--- src/rtl/riscv_run_monitor.sv ---
// Run controller/checker: core reset sequencing, cycle/store counting, done-store detection.
// Optional fetch counter enabled by defining RUN_MONITOR_INST_CNT_EN.
module riscv_run_monitor #(
  parameter int ADDR_WIDTH = 32,
  parameter int DATA_WIDTH = 32,
  parameter int CNT_WIDTH  = 32,
  parameter int RST_CYCLES = 3,
  parameter int TIMEOUT    = 1000,
  parameter logic [ADDR_WIDTH-1:0] VERIFY_ADDR = 'h0,
  parameter logic [ADDR_WIDTH-1:0] DONE_ADDR   = 'hFC,
  parameter logic [DATA_WIDTH-1:0] PASS_CODE   = 'h1
) (
  input  logic                  clk,
  input  logic                  rst,
  input  logic                  data_ce_i,
  input  logic                  data_we_i,
  input  logic [ADDR_WIDTH-1:0] data_addr_i,
  input  logic [DATA_WIDTH-1:0] data_i,
  input  logic                  inst_ce_i,
  output logic                  core_rst_o,
  output logic [2:0]            state_o,
  output logic                  done_o,
  output logic                  pass_o,
  output logic [DATA_WIDTH-1:0] verify_o,
  output logic [CNT_WIDTH-1:0]  cycle_cnt_o,
  output logic [CNT_WIDTH-1:0]  store_cnt_o,
  output logic [CNT_WIDTH-1:0]  inst_cnt_o
);

  localparam int HW = $clog2(RST_CYCLES + 1);
  localparam logic [HW-1:0] HOLD_LAST = HW'(RST_CYCLES - 1);
  localparam logic [CNT_WIDTH-1:0] TO_LAST = CNT_WIDTH'(TIMEOUT - 1);

  typedef enum logic [2:0] {
    S_HOLD    = 3'd0,
    S_RUN     = 3'd1,
    S_PASS    = 3'd2,
    S_FAIL    = 3'd3,
    S_TIMEOUT = 3'd4
  } state_t;

  state_t state_q, state_d;
  logic [HW-1:0] hold_cnt;
  logic run, store, hit_verify, hit_done;

  function automatic logic [CNT_WIDTH-1:0] sat_inc(
    input logic [CNT_WIDTH-1:0] v
  );
    return (&v) ? v : v + CNT_WIDTH'(1);
  endfunction

  assign run        = (state_q == S_RUN);
  assign store      = run & data_ce_i & data_we_i;
  assign hit_verify = store & (data_addr_i == VERIFY_ADDR);
  assign hit_done   = store & (data_addr_i == DONE_ADDR);
  assign state_o    = state_q;

  // A done-store in the final timeout cycle takes priority
  always_comb begin
    state_d = state_q;
    case (state_q)
      S_HOLD:
        if (hold_cnt == HOLD_LAST) state_d = S_RUN;
      S_RUN:
        if (hit_done)
          state_d = (data_i == PASS_CODE) ? S_PASS : S_FAIL;
        else if (cycle_cnt_o == TO_LAST)
          state_d = S_TIMEOUT;
      default: state_d = state_q;
    endcase
  end

  always_ff @(posedge clk) begin
    if (!rst) begin
      state_q     <= S_HOLD;
      hold_cnt    <= '0;
      core_rst_o  <= 1'b1;
      done_o      <= 1'b0;
      pass_o      <= 1'b0;
      verify_o    <= '0;
      cycle_cnt_o <= '0;
      store_cnt_o <= '0;
    end else begin
      state_q    <= state_d;
      core_rst_o <= (state_d != S_RUN);
      done_o     <= (state_d != S_RUN) && (state_d != S_HOLD);
      pass_o     <= (state_d == S_PASS);
      if (state_q == S_HOLD)
        hold_cnt <= hold_cnt + HW'(1);
      if (run)
        cycle_cnt_o <= sat_inc(cycle_cnt_o);
      if (store)
        store_cnt_o <= sat_inc(store_cnt_o);
      if (hit_verify)
        verify_o <= data_i;
    end
  end

`ifdef RUN_MONITOR_INST_CNT_EN
  always_ff @(posedge clk) begin
    if (!rst)
      inst_cnt_o <= '0;
    else if (run && inst_ce_i)
      inst_cnt_o <= sat_inc(inst_cnt_o);
  end
`else
  logic unused_inst_ce;
  assign unused_inst_ce = inst_ce_i;
  assign inst_cnt_o     = '0;
`endif

endmodule

--- config.mk ---
export PLATFORM = sky130hd
export DESIGN_NAME = riscv_run_monitor
export DESIGN_NICKNAME = d
export VERILOG_FILES = /design/src/rtl/riscv_run_monitor.sv
export SDC_FILE = /design/constraint.sdc
export NUM_CORES = 1
export LEC_CHECK = 0
export BUFFER_PORTS_ARGS = -buffer_cell sky130_fd_sc_hd__buf_2
export CAP_MARGIN = 20
export CORE_MARGIN = 5
export CORE_UTILIZATION = 53
export DETAILED_ROUTE_END_ITERATION = 8
export GPL_ROUTABILITY_DRIVEN = 0
export PLACE_DENSITY = 0.86
export SLEW_MARGIN = 10
export SYNTH_ARGS = -nofsm -noshare
export SYNTH_HDL_FRONTEND = slang
export SYNTH_SLANG_ARGS = --single-unit
--- constraint.sdc ---
create_clock -name clk -period 4.2 [get_ports clk]
set_clock_uncertainty 0.1 [all_clocks]
set_input_delay 0.42 -clock clk [delete_from_list [all_inputs] [get_ports clk]]
set_output_delay 0.42 -clock clk [all_outputs]
set_load 0.05 [all_outputs]
### Word-level counts from Yosys, hierarchy flattened

Cells that the tools add are included.
Widths: inputs -> output; s select.

| word-level totals | value |
|---|---|
| flip-flop bits (word level) | 104 |
| output and inout port bits | 134 |
| logic and storage cells | 37 |

| operators by class | value |
|---|---|
| add/subtract/negate cells | 3 |
| eq/ne operators | 7 |
| multiplexer cells | 5 |
| bitwise logic cells | 6 |
| reductions and logical operators | 8 |

Operator list:

| cell | count |
|---|---|
| $add 32x1->32 const B | 2 |
| $reduce_and 32->1 | 2 |
| $eq 32x1->1 const B | 1 |
| $eq 32x10->1 const B | 1 |
| $eq 32x8->1 const B | 1 |
| $logic_not 32->1 | 1 |
| $mux 3 | 3 |
| $pmux 3 s2 | 1 |
| $and 1x1->1 | 4 |
| $reduce_and 2->1 | 2 |
| $eq 3x1->1 const B | 1 |
| $eq 3x2->1 const B | 1 |
| $logic_not 3->1 | 1 |
| $ne 3x1->1 const B | 1 |
| $reduce_bool 3->1 | 1 |
| $add 2x1->2 const B | 1 |
| $eq 2x2->1 const B | 1 |
| $not 1->1 | 2 |
| $logic_and 1x1->1 | 1 |
| $mux 1 | 1 |

### Depth between registers and ports, before layout

| logic depth | value |
|---|---|
| depth after elaboration | 8 |
| mapped depth | 8 |
| gate-level depth less buffers | 6 |

### Least setup slack after synthesis

No wires, ideal clock.

| path | value |
|---|---|
| path kind | register to register |
| start | register state_q[0] (netlist: state_o[0]) |
| end | register store_cnt_o[29] |
| library setup time | 61 ps |
| data arrival time | 2644 ps |
| path slack | 1395 ps |
| cell stages (with the launch flop) | 8 |
| period minus slack after synthesis | 2805 ps |
| path through | dfxtp_1 or3b_4 buf_6 or4_4 buf_6 or2_4 or4_1 nand2_1 |

| on the way | value |
|---|---|
| word-level cells in the longest chain between the ends | 4 |

RTL lines:

| element | line | text |
|---|---|---|
| start, declared | 42 | `state_t state_q, state_d;` |
| start signal, assigned | 84 | `state_q <= state_d;` |
| $eq 3x1->1 | 52 | `assign run = (state_q == S_RUN);` |
| $and 1x1->1 (2 in series) | 53 | `assign store = run & data_ce_i & data_we_i;` |
| $reduce_and 2->1 (no line) | n/a |  |
| end signal, assigned | 93 | `store_cnt_o <= sat_inc(store_cnt_o);` |
| end, declared | 26 | `output logic [CNT_WIDTH-1:0] store_cnt_o,` |

Every way passes these cells.
A chain may end at the register's enable or synchronous reset.

### Worst setup path after layout

| path | value |
|---|---|
| start | register store_cnt_o[9] |
| end | register store_cnt_o[18] |

| on the way | value |
|---|---|
| word-level cells in the longest chain between the ends | 3 |
| elaborated cells on any way between the ends | 4 |

RTL lines:

| element |
|---|
| parallel branches: the longest is 3 deep, another holds $add 32x1->32 |

Parallel ways; which one is timed is not known.

==> impl_metrics.json <==
{
  "cp_slowest_cell": "o31ai_1",
  "critical_path_class": "register to register",
  "rows": 36,
  "drt_wl_total_um": 13900,
  "instances_no_fill": 895,
  "clkLatencyLatePin_ns": 0.36,
  "seq_area_frac_synth_pct": 40.1,
  "drtAntennaViolNets": 0,
  "internal-power_mw": 1.30,
  "grt_pass1_vias": 4690,
  "layout_commonest_cell": "buf_2",
  "async_flop_share_pct": 0,
  "hold_viol_final": 0,
  "pwr-share-seq_pct": 55.3,
  "slowest_delay_ns": 1.00,
  "final_nets": 830,
  "layout_common_cells": "buf_2, dfxtp_1, nor2_1",
  "wire_per_inst_um": 15.5,
  "setup.worst_path.start_class": "register",
  "min_path_type": "primary input to register",
  "grt_max_degree": 52,
  "drive_above_1_share_pct": 25.9,
  "port_buffers": 169,
  "rr_startpoint": "store_cnt_o[9]",
  "dpl_worst_slack_ns": 1.47,
  "die_x_um": 109,
  "critical_path.cell_chain": "and4_1 > nand4_1 > o31ai_1 > o21ai_0 > a21oi_1",
  "cp_data_required_time_ns": 4.39,
  "max_freq_mhz": 375,
  "p_leak_nw": 2.60,
  "hold_depth": 3,
  "rsz0062_at_grt": "no",
  "synth_area_um2": 5190,
  "avgSynthCellArea_um2": 8.64,
  "fin_ws_ns": 1.53,
  "power_frac_clock_pct": 30.0,
  "clockBufferDepth": 2,
  "route.vias.total": 4990,
  "end_kind": "register",
  "reg2regPathDepth": 5,
  "arrival_ns": 2.85,
  "synth_edf_count": 0,
  "n_fill_cell": 845,
  "viasPerCell": 5.58,
  "clkTransAtPathRegs_ns": 0.10,
  "dpl_cell_area_um2": 6000,
  "synth_warnings": 0,
  "worstMarginPinSlew_ns": 1.08,
  "final_cell_area_um2": 6170,
  "synth_ff_type": "dfxtp_1",
  "slew_headroom_pct": 27.2,
  "drc": 0,
  "insertedDiodeCount": 0,
  "final_util_pct": 63.7,
  "syn_inst": 601,
  "dpl.hpwl_um": 10400,
  "combPwrFrac_pct": 14.7,
  "initial_core_util_pct": 53.6,
  "crit_path_end": "store_cnt_o[18]",
  "clkSinkCount": 104,
  "dieArea_um2": 11900,
  "timing.rr.end": "store_cnt_o[18]",
  "cts_tree": "done",
  "p_switching_mw": 0.549,
  "fin_hold_ws_ns": 0.208,
  "holdBufCountCts": 0,
  "cellPowerDensity_nw_per_um2": 299,
  "rrSetupSlack_ns": 1.53,
  "finalSetupTns_ns": 0,
  "period_share_pct": 63.5,
  "coreArea_um2": 9680,
  "p_sw_share_pct": 29.7,
  "antenna_found_initial": 0,
  "slew_violations": 0,
  "grt-ovfl-total": 0,
  "synth_cell_type_count": 50,
  "ir_worst_vdd_mv": 0.168,
  "post-cts-setup-buffer-count": 0,
  "status": "finished clean",
  "crit_path_max_fanout": 9,
  "globalRouteTotalUtil_pct": 22.7,
  "placedCellCount": 880,
  "io_pins": 203,
  "fp.dieH_um": 109,
  "power_mw": 1.84,
  "htreeDepth": 3,
  "min_period_ns": 2.67,
  "numCtsBuffers": 9,
  "startpoint": "store_cnt_o[9]",
  "finalSetupViolations": 0,
  "synth_seq_cells": 104,
  "cts-root-buf": "clkbuf_8",
  "drtIter0Drc": 324,
  "grt_pass1_wl_um": 21800,
  "dr.pass1.iters": 4,
  "cts_resized": 0,
  "area_delta_synth_final_pct": 18.7,
  "drv_cap": 0
}
[registers in the layout, indices dropped and copies added, names as in the netlist]
signal	flops
verify_o	32
hold_cnt	2
store_cnt_o	32
core_rst_o	1
pass_o	1
state_o	3
cycle_cnt_o	32
done_o	1
[cell usage after synthesis (8+ instances only)]
| cell type | n | area share [%] |
|---|---|---|
| nand3_1 | 27 | 2.6 |
| mux2i_1 | 48 | 9.3 |
| a21oi_1 | 19 | 1.8 |
| o21ai_0 | 12 | 1.2 |
| inv_1 | 8 | 0.58 |
| xnor2_1 | 27 | 4.6 |
| nand4_1 | 31 | 3.7 |
| nor4_1 | 32 | 3.9 |
| nor2_1 | 77 | 5.6 |
| and3_1 | 10 | 1.2 |
| buf_4 | 33 | 4.8 |
| dfxtp_1 | 104 | 40 |
| and4_1 | 12 | 2.0 |
| nand2b_1 | 17 | 2.0 |
| or3_1 | 9 | 1.1 |
| a211oi_1 | 16 | 2.3 |
| clkbuf_1 | 19 | 1.4 |
| nand2_1 | 43 | 3.1 |
[worst max-delay path, delay by kind of cell, from the launching register on]
kind / cells / cell delay [ns]
and+or+nand+nor: 2 / 0.65
AOI/OAI and AO/OA: 3 / 1.39
DFF: 1 / 0.45
[final cells by class]
| class | instances | area (um^2) | share of cell area, % |
|---|---|---|---|
| flip-flops and latches | 104 | 2080 | 33.8 |
| repair buffers | 173 | 876 | 14.2 |
| clock buffers | 11 | 131 | 2.13 |
| well taps | 133 | 166 | 2.70 |
| clock inverters | 4 | 32.5 | 0.528 |
| multi-input cells | 461 | 2840 | 46.1 |
| inverters | 9 | 33.8 | 0.548 |
[power by group through the flow]
stage | sequential (mW) | clock (mW) | combinational (mW)
after floorplan | 1.08 | 0 | 0.183
after global placement | 1.04 | 0 | 0.262
after detailed placement | 1.04 | 0 | 0.269
after CTS | 1.02 | 0.569 | 0.271
after global routing | 1.02 | 0.611 | 0.295
final | 1.02 | 0.554 | 0.271
[worst min path at each step]
stage            startpoint            to  slack (ns)
2_1_floorplan   hold_cnt[1]   hold_cnt[1]        0.38
3_3_place_gp   verify_o[13]  verify_o[13]        0.37
3_5_place_dp   verify_o[25]  verify_o[25]        0.38
4_1_cts          data_i[17]  verify_o[17]        0.19
5_1_grt          data_i[17]  verify_o[17]        0.21
6_report         data_i[17]  verify_o[17]        0.21
[kinds of logic (layout without fill, tap and decap cells)]
| family | after synthesis | in the layout | share of synthesized area, % |
|---|---|---|---|
| and+or+nand+nor | 284 | 284 | 29.3 |
| adders and majority gates | 3 | 3 | 0.723 |
| DFF | 104 | 104 | 40.1 |
| buffers and inverters | 67 | 197 | 7.68 |
| muxes | 48 | 48 | 9.25 |
| other | 1 | 32 | 0.0722 |
| xor gates and xnor gates | 28 | 28 | 4.72 |
| AOI/OAI and AO/OA | 66 | 66 | 8.17 |
[metal layers]
metal / share of wire [%] / GRT usage (%)
met4: 1.3 / 7.03
met2: 52 / 41.3
met1: 39 / 27.2
met5: 0 / 0
met3: 7.6 / 3.55
Power figures use the tool's default switching activity.
